[src/rtl/parity_test_sequencer_if.sv]
// rtl/parity_test_sequencer_if.sv - control, vector and result signals between the test host and the parity test sequencer
interface parity_test_sequencer_if;
    logic       start;
    logic       abort;
    logic [7:0] limit;
    logic       F_davio;
    logic       F_conv;
    logic [6:0] D;
    logic       busy;
    logic       done;
    logic       mismatch;
    logic [7:0] err_count;
    logic [7:0] vec_count;

    modport master (
        output start, abort, limit, F_davio, F_conv,
        input  D, busy, done, mismatch, err_count, vec_count
    );

    modport slave (
        input  start, abort, limit, F_davio, F_conv,
        output D, busy, done, mismatch, err_count, vec_count
    );
endinterface

[src/rtl/parity_test_sequencer.sv]
// rtl/parity_test_sequencer.sv - drives test vectors into two parity units and counts disagreements
// Optional PARITY_SEQ_LFSR_EN: vectors advance by a 7-bit Fibonacci LFSR instead of an incrementing counter.
module parity_test_sequencer #(
    parameter logic [6:0] SEED = 7'h01
) (
    input  logic                    clk,
    input  logic                    rst_n,
    parity_test_sequencer_if.slave  bus
);

    typedef enum logic [1:0] {
        S_IDLE  = 2'd0,
        S_DRIVE = 2'd1,
        S_CHECK = 2'd2,
        S_DONE  = 2'd3
    } state_t;

`ifdef PARITY_SEQ_LFSR_EN
    // A zero seed would lock the LFSR at zero forever.
    localparam logic [6:0] FIRST_VEC = (SEED == 7'd0) ? 7'h01 : SEED;
`else
    localparam logic [6:0] FIRST_VEC = SEED;
`endif

    state_t     r_state;
    state_t     w_next_state;
    logic [7:0] r_limit;
    logic [6:0] r_d;
    logic       r_busy;
    logic       r_done;
    logic       r_mismatch;
    logic [7:0] r_err_count;
    logic [7:0] r_vec_count;

    logic [7:0] w_limit_nxt;
    logic [6:0] w_d_nxt;
    logic       w_mismatch_nxt;
    logic [7:0] w_err_nxt;
    logic [7:0] w_vec_nxt;
    logic [6:0] w_adv;
    logic [7:0] w_vec_inc;
    logic       w_accept;

`ifdef PARITY_SEQ_LFSR_EN
    assign w_adv = {r_d[5:0], r_d[6] ^ r_d[5]};
`else
    assign w_adv = r_d + 7'd1;
`endif

    assign w_vec_inc = r_vec_count + 8'd1;
    assign w_accept  = bus.start && !bus.abort &&
                       ((r_state == S_IDLE) || (r_state == S_DONE));

    always_ff @(posedge clk or negedge rst_n) begin
        if (!rst_n) begin
            r_state     <= S_IDLE;
            r_limit     <= 8'd0;
            r_d         <= 7'd0;
            r_busy      <= 1'b0;
            r_done      <= 1'b0;
            r_mismatch  <= 1'b0;
            r_err_count <= 8'd0;
            r_vec_count <= 8'd0;
        end else begin
            r_state     <= w_next_state;
            r_limit     <= w_limit_nxt;
            r_d         <= w_d_nxt;
            r_busy      <= (w_next_state == S_DRIVE) || (w_next_state == S_CHECK);
            r_done      <= (w_next_state == S_DONE);
            r_mismatch  <= w_mismatch_nxt;
            r_err_count <= w_err_nxt;
            r_vec_count <= w_vec_nxt;
        end
    end

    always_comb begin
        w_next_state = r_state;
        if (bus.abort) begin
            w_next_state = S_IDLE;
        end else begin
            case (r_state)
                S_IDLE, S_DONE: begin
                    if (bus.start) begin
                        w_next_state = (bus.limit == 8'd0) ? S_DONE : S_DRIVE;
                    end
                end
                S_DRIVE: w_next_state = S_CHECK;
                S_CHECK: w_next_state = (w_vec_inc == r_limit) ? S_DONE : S_DRIVE;
                default: w_next_state = S_IDLE;
            endcase
        end
    end

    // Abort leaves every held value alone and only suppresses the pulse.
    always_comb begin
        w_limit_nxt    = r_limit;
        w_d_nxt        = r_d;
        w_mismatch_nxt = 1'b0;
        w_err_nxt      = r_err_count;
        w_vec_nxt      = r_vec_count;
        if (w_accept) begin
            w_limit_nxt = bus.limit;
            w_err_nxt   = 8'd0;
            w_vec_nxt   = 8'd0;
            if (bus.limit != 8'd0) begin
                w_d_nxt = FIRST_VEC;
            end
        end else if (!bus.abort && (r_state == S_CHECK)) begin
            w_vec_nxt = w_vec_inc;
            if (bus.F_davio != bus.F_conv) begin
                w_err_nxt      = r_err_count + 8'd1;
                w_mismatch_nxt = 1'b1;
            end
            if (w_vec_inc != r_limit) begin
                w_d_nxt = w_adv;
            end
        end
    end

    assign bus.D         = r_d;
    assign bus.busy      = r_busy;
    assign bus.done      = r_done;
    assign bus.mismatch  = r_mismatch;
    assign bus.err_count = r_err_count;
    assign bus.vec_count = r_vec_count;

endmodule

[src/flat_wrapper.sv]
// flat-port wrapper written by rule: the top's interface ports become plain ports
module parity_test_sequencer_flat 
#(
    parameter logic [6:0] SEED = 7'h01
)
  (clk, rst_n, bus_start, bus_abort, bus_limit, bus_F_davio, bus_F_conv, bus_D, bus_busy, bus_done, bus_mismatch, bus_err_count, bus_vec_count);
  parity_test_sequencer_if bus_i ();
  input  logic clk;
  input  logic rst_n;
  input wire logic [$bits(bus_i.start)-1:0] bus_start;
  input wire logic [$bits(bus_i.abort)-1:0] bus_abort;
  input wire logic [$bits(bus_i.limit)-1:0] bus_limit;
  input wire logic [$bits(bus_i.F_davio)-1:0] bus_F_davio;
  input wire logic [$bits(bus_i.F_conv)-1:0] bus_F_conv;
  output wire logic [$bits(bus_i.D)-1:0] bus_D;
  output wire logic [$bits(bus_i.busy)-1:0] bus_busy;
  output wire logic [$bits(bus_i.done)-1:0] bus_done;
  output wire logic [$bits(bus_i.mismatch)-1:0] bus_mismatch;
  output wire logic [$bits(bus_i.err_count)-1:0] bus_err_count;
  output wire logic [$bits(bus_i.vec_count)-1:0] bus_vec_count;
  assign bus_i.start = bus_start;
  assign bus_i.abort = bus_abort;
  assign bus_i.limit = bus_limit;
  assign bus_i.F_davio = bus_F_davio;
  assign bus_i.F_conv = bus_F_conv;
  assign bus_D = bus_i.D;
  assign bus_busy = bus_i.busy;
  assign bus_done = bus_i.done;
  assign bus_mismatch = bus_i.mismatch;
  assign bus_err_count = bus_i.err_count;
  assign bus_vec_count = bus_i.vec_count;
  parity_test_sequencer #(.SEED(SEED)) u_core (.clk(clk), .rst_n(rst_n), .bus(bus_i));
endmodule
[config.mk]
export PLATFORM = sky130hd
export DESIGN_NAME = parity_test_sequencer_flat
export DESIGN_NICKNAME = d
export VERILOG_FILES = /design/src/rtl/parity_test_sequencer_if.sv /design/src/rtl/parity_test_sequencer.sv /design/src/flat_wrapper.sv
export SDC_FILE = /design/constraint.sdc
export NUM_CORES = 1
export LEC_CHECK = 0
export BUFFER_PORTS_ARGS = -buffer_cell sky130_fd_sc_hd__buf_2
export CAP_MARGIN = 25
export CORE_MARGIN = 2
export CORE_UTILIZATION = 54
export DETAILED_ROUTE_END_ITERATION = 8
export PLACE_DENSITY = 0.78
export SYNTH_ARGS = -nofsm -noshare
export SYNTH_HDL_FRONTEND = slang
export SYNTH_SLANG_ARGS = --single-unit
export TNS_END_PERCENT = 1
[constraint.sdc]
create_clock -name clk -period 2.7 [get_ports clk]
set_input_delay 0.54 -clock clk [delete_from_list [all_inputs] [get_ports clk]]
set_output_delay 0.54 -clock clk [all_outputs]
set_load 0.02 [all_outputs]
; ---- After elaboration in Yosys (flattened, before gate mapping)
; Cells that the tools add are included.
[totals]
regBits = 36
latchBits = 0
ramBits = 0
romBits = 0
in_bits = 14
out_inout_bits = 26
wordCells = 53
memories = 0
[classes]
addsub = 3
n_mul = 0
div = 0
magnitude_cmp = 0
eq_ne = 10
n_shift = 0
n_mux = 17
bitwise_logic = 0
reduce_logical = 15
[ops]
columns = op, n
row1 = 8-bit two-way mux, 5
row2 = 7-bit two-way mux, 4
row3 = 8-bit by 1-bit adder with 8-bit output (second input constant), 2
row4 = 2-bit equality test (second input constant), 4
row5 = 8-bit equality test, 1
row6 = 8-bit zero test, 1
row7 = 2-bit two-way mux, 4
row8 = 8-bit inequality test, 1
row9 = 8-bit nonzero test, 1
row10 = 7-bit by 1-bit adder with 7-bit output (second input constant), 1
row11 = 2-bit case mux with 3 select lines, 1
row12 = 2-bit nonzero test, 3
row13 = 2-bit by 1-bit equality test with 1-bit output (second input constant), 2
row14 = 1-bit logical AND, 3
row15 = 1-bit two-way mux, 3
row16 = 3-bit AND reduction, 1
row17 = 2-bit zero test, 1
row18 = 1-bit logical OR, 2
row19 = 2-bit inequality test (second input constant), 1
row20 = 2-bit AND reduction, 1
row21 = 2-bit OR reduction, 1
row22 = 1-bit zero test, 1
row23 = 1-bit inequality test, 1

; ---- Depth between registers and ports, before layout
; Gate-level depths: netlist of run 1.
[depth]
word_depth = 7
ltp_mapped = 10

; ---- Least setup slack after synthesis of run 1
; Ideal clock, no wire load.
[synth_path]
path_kind = reg-to-reg
start = register u_core.r_vec_count[0], in the netlist u_core.bus.vec_count[0]
end = register u_core.r_busy, in the netlist u_core.bus.busy
t_arrival_ns = 2.325
path_slack_ns = 0.249
path_stages_with_launch = 10
n_path_buf = 1
synth_period_minus_slack_ns = 2.451
path_cell_list = dfrtp_1 ha_1 nand3_2 xor3_1 nor4b_2 and4_4 buf_6 a211oi_1 a211oi_1 ha_1
[synth_via]
elab_chain_cells = 7
elab_cells_between_ends = 8
[synth_rtl]
columns = item, line
row1 = from (decl), parity_test_sequencer.sv:33  ; logic [7:0] r_vec_count;
row2 = from (signal assigned), parity_test_sequencer.sv:72  ; r_vec_count <= w_vec_nxt;
row3 = 8-bit by 1-bit adder with 8-bit output *, parity_test_sequencer.sv:50  ; assign w_vec_inc = r_vec_count + 8'd1;
row4 = 8-bit equality test *, parity_test_sequencer.sv:88  ; S_CHECK: w_next_state = (w_vec_inc == r_limit) ? S_DONE : S_DRIVE;
row5 = 2-bit two-way mux *, parity_test_sequencer.sv:88
row6 = 2-bit case mux with 3 select lines *, parity_test_sequencer.sv:81  ; case (r_state)
row7 = 2-bit two-way mux *, parity_test_sequencer.sv:78  ; if (bus.abort) begin
row8 = net u_core.w_next_state[1], parity_test_sequencer.sv:26  ; state_t w_next_state;
row9 = 2-bit by 1-bit equality test with 1-bit output / 2-bit equality test (equally long branches), parity_test_sequencer.sv:68  ; r_busy <= (w_next_state == S_DRIVE) || (w_next_state == S_CHECK);
row10 = 1-bit logical OR *, parity_test_sequencer.sv:68
row11 = to (signal assigned), parity_test_sequencer.sv:68
row12 = to (decl), parity_test_sequencer.sv:29  ; logic r_busy;
; Mark *: on every way through the listed nets, which the timed path passes. The rest lies on a longest branch.
; A chain may end at the register's enable or synchronous reset.

; ---- Final worst setup path of run 1
; Ends and elaborated chain as after synthesis.

==> results.toml, run 1 <==
[yosys]
yosysWarnings = 0
postSynthCellCount = 202
muxShareOfSynthArea = 0.0105
synthArstFlopShare = 1.00
yosysSeqAreaShare = 0.472
synth_compound_area_frac = 0.114
synth_edf_count = 0
synth_top_family_by_area = "simple AND/OR/NAND/NOR gates"
synth-seq-cells = 36
syn-num-nets = 222
synthAdderAreaFrac = 0.0394
syn_avg_cell_area_sq_um = 9.44
synth_area_sq_mm = 0.00191
synthSimpleGateAreaFrac = 0.238
synthFlopType = "dfrtp_1"
synth-xor-area-share = 0.104
ys_types = 39

[clock_tree]
ctsHoldBuffers = 0
cts_resized = 0
root_buffer = "clkbuf_4"
worst_skew_pair.late_latency_ps = 350
cts_tree = "done"
clockBufferDepth = 2
clkTransAtPathRegs_ps = 110
cts_sinks = 36
numCtsBuffers = 5
htreeDepth = 2
postCtsSetupRepairBufs = 0

[worst_setup_path]
crit_slowest_cell = "dfrtp_1"
path_delay_family = "simple AND/OR/NAND/NOR gates"
worst_ep_required_time_ps = 2930
crit_buf_inv = 0
critPathLaunchType = "register"
end_kind = "register"
critPathMaxFanout = 9
crit_arrival_ps = 2740
slowest_delay_ps = 470
cp.depth = 8
crit_chain = "ha_1 -> nand3_2 -> xor3_1 -> nor4b_4 -> and4_4 -> a211oi_1 -> a211oi_1 -> ha_1"
rr_worst_depth = 8
critPathKind = "register to register"

[status]
status = "complete, no violations"

[die]
die_y_um = 63.4
die_area_sq_mm = 0.00402
io_pins = 40
die_w_um = 63.4
num_rows = 21
core_area_sq_mm = 0.00336
start_util = 0.567

[pwr]
p_per_area_mw_per_mm2 = 811
leakagePower_uw = 0.00110
ir_drop_mv = 0.503

[detailed_routing]
via_count = 1596
routed_wirelength_mm = 4.09
antenna_left = 0
first_pass_iters = 4
vias_per_cell = 5.47
drc = 0
first_iter_violations = 71
wl_per_cell_um = 14.0

[finish]
layout_common_cells = "nand2_1, buf_2, dfrtp_1"
post-route-util = 0.660
drive_gt1_frac = 0.224
area_growth_pct = 16.4
fillerInstances = 303
nets = 265
n_antenna_cell = 0
final_common_cell = "nand2_1"

[job]
maxCapViolations = 0

[timing]
worst_slew_pin_slew_ps = 776
fin_crit_sh = 0.927
report.final.slew_viol_count = 0
final.setup_skew_ps = 7.79
whs_ps = 258
setup-violations-final = 0
maxSlewHeadroom = 0.482
min_period_ps = 2500
setup_tns_ps = 0
rsz0062_at_grt = "no"
report.final.hold_viol_count = 0
max_freq_mhz = 399

[place]
place_congestion = 0.853
io_buffers = 39
place_hpwl_mm = 2.97

[global_routing]
grt_pass1_wl_mm = 7.09
grt_max_degree = 37
globalRouteOverflowTotal = 0
antenna_found_initial = 0
globalRouteTotalUtil = 0.230
grt_pass1_vias = 1532

[worst_hold_path]
hold_class = "primary input to async pin"
==> cell families (layout without fill, tap and decap cells) <==
kind of cell    Yosys count  count (layout)
mux                       2               2
buf+inv                   9              53
flops                    36              36
compound gates           34              34
simple gates             94              94
fa+ha+maj                 6               6
xor+xnor                 21              21
==> report_power, final <==
part           total, uW  internal, uW  switching [uW]  leakage (uW)
Sequential           768           660             108      0.000482
Clock                302           128             174     0.0000326
Combinational        731           292             439      0.000586
Total               1800          1080             721       0.00110
==> area by class of cell <==
class	count	area, sq um	area share
Clock buffer	8	58.8	0.0265
Inverter	3	11.3	0.00507
Multi-Input combinational cell	157	973	0.439
Sequential cell	36	901	0.406
Tap cell	46	57.6	0.0259
Timing Repair Buffer	42	218	0.0981
==> metrics by stage <==
stage	power [uW]	std cells	cell area [sq um]	worst slack [ps]
after global routing	1930	292	2220	37.1
after detailed placement	1490	284	2150	190
final	1800	292	2220	196
after floorplan	1290	202	1910	249
after CTS	1780	292	2210	168
after global placement	1460	284	2150	269
==> flip-flops by register name, summed over array words and instances (netlist names) <==
register and flops:
u_core.bus.done 1, u_core.bus.D 7, u_core.bus.mismatch 1, u_core.bus.busy 1
u_core.bus.vec_count 8, u_core.r_state 2, u_core.r_limit 8, u_core.bus.err_count 8
==> metal layers <==
layer / global-route usage / part of all wire
met5: 0 / 0
met4: 0.109 / 0.023
met3: 0.0661 / 0.053
met2: 0.345 / 0.45
met1: 0.309 / 0.47
==> synthesized netlist by cell type (2+ instances only) <==
cell type  number  area [sq um]
nand3_2         2          20.0
and3_1          4          25.0
nand4_1         5          31.3
or4_1           3          22.5
inv_1           3          11.3
xor2_1          8          70.1
a21oi_1         4          20.0
xnor2_1        12           105
o21ai_0        11          55.1
a21o_1          2          15.0
clkbuf_1        5          18.8
o21a_1          2          15.0
nor3_1          2          10.0
nand2_1        40           150
dfrtp_1        36           901
nor2_1         19          71.3
a31oi_1         4          25.0
or2_2           2          12.5
nand3_1         9          45.0
nand2b_1        2          12.5
mux2i_1         2          20.0
ha_1            6          75.1
a211oi_1        3          22.5
==> worst paths after layout <==
| check | slack, ps | start | to |
|---|---|---|---|
| worst max-delay path | 200 | u_core.bus.vec_count[0]$_DFFE_PN0P_ | u_core.bus.busy$_DFF_PN0_ |
| min in group clk | 390 | bus_limit[0] | u_core.r_limit[0]$_DFFE_PN0P_ |
| worst max register to register | 200 | u_core.bus.vec_count[0]$_DFFE_PN0P_ | u_core.bus.busy$_DFF_PN0_ |
| worst min-delay path | 260 | rst_n | u_core.r_limit[1]$_DFFE_PN0P_ |
| max in group asynchronous | 1950 | rst_n | u_core.bus.err_count[6]$_DFFE_PN0P_ |
| worst min register to register | 520 | u_core.r_limit[2]$_DFFE_PN0P_ | u_core.r_limit[2]$_DFFE_PN0P_ |
No activity file was read; power rests on OpenSTA's default activity.
==> run 2: changes to the inputs <==
--- a/config.mk
+++ b/config.mk
@@ -9,8 +9,9 @@
 export CAP_MARGIN = 25
 export CORE_MARGIN = 2
 export CORE_UTILIZATION = 54
+export CTS_CLUSTER_DIAMETER = 120
 export DETAILED_ROUTE_END_ITERATION = 8
-export PLACE_DENSITY = 0.78
+export PLACE_DENSITY = 0.79
 export SYNTH_ARGS = -nofsm -noshare
 export SYNTH_HDL_FRONTEND = slang
 export SYNTH_SLANG_ARGS = --single-unit
==> results.toml, run 2 (synthesized netlist as in run 1, its figures left out) <==
[clock_tree]
clockBufferDepth = 2
clkTransAtPathRegs_ps = 100
worst_skew_pair.late_latency_ps = 340
postCtsSetupRepairBufs = 0
htreeDepth = 2
cts_sinks = 36
cts_tree = "done"
cts_resized = 0
numCtsBuffers = 5
ctsHoldBuffers = 0
root_buffer = "clkbuf_4"

[worst_setup_path]
rr_worst_depth = 8
slowest_delay_ps = 480
critPathLaunchType = "register"
crit_slowest_cell = "dfrtp_1"
critPathMaxFanout = 9
critPathKind = "register to register"
worst_ep_required_time_ps = 2940
crit_arrival_ps = 2700
crit_chain = "ha_1 -> nand3_2 -> xor3_1 -> nor4b_2 -> and4_4 -> a211oi_1 -> a211oi_2 -> ha_1"
crit_top_cell = "ha_1"
end_kind = "register"

[detailed_routing]
drc = 0
wl_per_cell_um = 13.7
via_count = 1607
first_iter_violations = 81
antenna_left = 0
routed_wirelength_mm = 3.99
vias_per_cell = 5.52
first_pass_iters = 4

[finish]
finalNonFillerCells = 291
final_common_cell = "nand2_1"
drive_gt1_frac = 0.233
area_growth_pct = 15.9
post-route-util = 0.657
layout_common_cells = "nand2_1, buf_2, dfrtp_1"
nets = 264
n_antenna_cell = 0

[global_routing]
grt_pass1_vias = 1593
grt_max_degree = 37
globalRouteOverflowTotal = 0
globalRouteTotalUtil = 0.239
grt_pass1_wl_mm = 7.38
antenna_found_initial = 0

[timing]
final.setup_skew_ps = 9.18
report.final.hold_viol_count = 0
postLayoutSetupSlackWorst_ps = 233
whs_ps = 253
setup-violations-final = 0
fin_crit_sh = 0.914
worst_slew_pin_slew_ps = 749
setup_tns_ps = 0
rsz0062_at_grt = "no"
min_period_ps = 2470
maxSlewHeadroom = 0.500
max_freq_mhz = 405
report.final.slew_viol_count = 0

[worst_hold_path]
hold_class = "primary input to async pin"

[die]
num_rows = 21
core_area_sq_mm = 0.00336
die_area_sq_mm = 0.00402
io_pins = 40
die_y_um = 63.4
die_w_um = 63.4
start_util = 0.567

[pwr]
p_per_area_mw_per_mm2 = 809
p_int_uw = 1070
ir_drop_mv = 0.454
seq_power_share = 0.431
p_clk_frac = 0.169
leakagePower_uw = 0.00110
switching_share = 0.404
power.switching_uw = 722
p_comb_frac = 0.399

[place]
post-place-cells = 283
io_buffers = 39
place_congestion = 0.875
place_hpwl_mm = 2.96
place_worst_setup_slack_ps = 188

[job]
maxCapViolations = 0

[status]
status = "complete, no violations"
## run 2: cell types whose count changed in the layout (fill, tap and decap cells not counted), sizes merged
cell    previous run  this run
clkinv             0         2
buf               42        41
clkbuf             8         6
## run 2: path summary, 6_finish.rpt
kind / start / to / slack [ps]
setup / recovery: u_core.bus.vec_count[0]$_DFFE_PN0P_ / u_core.bus.busy$_DFF_PN0_ / 230
min in group clk: bus_limit[0] / u_core.r_limit[0]$_DFFE_PN0P_ / 390
hold reg to reg: u_core.r_limit[1]$_DFFE_PN0P_ / u_core.r_limit[1]$_DFFE_PN0P_ / 520
max in group asynchronous: rst_n / u_core.bus.D[2]$_DFFE_PN0P_ / 1970
setup reg to reg: u_core.bus.vec_count[0]$_DFFE_PN0P_ / u_core.bus.busy$_DFF_PN0_ / 230
hold / removal: rst_n / u_core.r_limit[2]$_DFFE_PN0P_ / 250
## run 2: per-stage QoR
| stage | power [uW] | cell area [sq um] |
|---|---|---|
| after floorplan | 1290 | 1910 |
| final | 1790 | 2210 |
| after CTS | 1790 | 2210 |
| after global routing | 1940 | 2210 |
| after detailed placement | 1490 | 2140 |
| after global placement | 1460 | 2140 |
## run 2: final cells by class
class	count	area [sq um]
Clock inverter	2	10.0
Multi-Input combinational cell	157	970
Clock buffer	6	51.3
Tap cell	46	57.6
Timing Repair Buffer	41	210
Inverter	3	11.3
Sequential cell	36	901
Fill cell	316	1150
## run 2: per-layer routing
| layer | GRT usage | vias to the layer above | wire [um] |
|---|---|---|---|
| met5 | 0 | - | 0 |
| met4 | 0.103 | 0 | 80 |
| met3 | 0.0679 | 7 | 222 |
| met2 | 0.366 | 43 | 1850 |
| met1 | 0.317 | 763 | 1840 |
| li1 | - | 794 | - |
## run 2: power by group through the flow
stage / clock network, uW / registers (uW) / logic, uW
floorplan: 0 / 814 / 475
finish: 303 / 772 / 714
global route: 339 / 787 / 816
CTS: 306 / 770 / 712
global placement: 0 / 776 / 684
detailed placement: 0 / 781 / 707
## run 2: critical path, delay by kind of cell (launching register included)
family / cells / cell delay (ps)
AO/OA/AOI/OAI: 2 / 340
XOR/XNOR: 1 / 210
flip-flops: 1 / 480
AND/OR/NAND/NOR: 3 / 770
adder cells (fa/ha/maj): 2 / 550
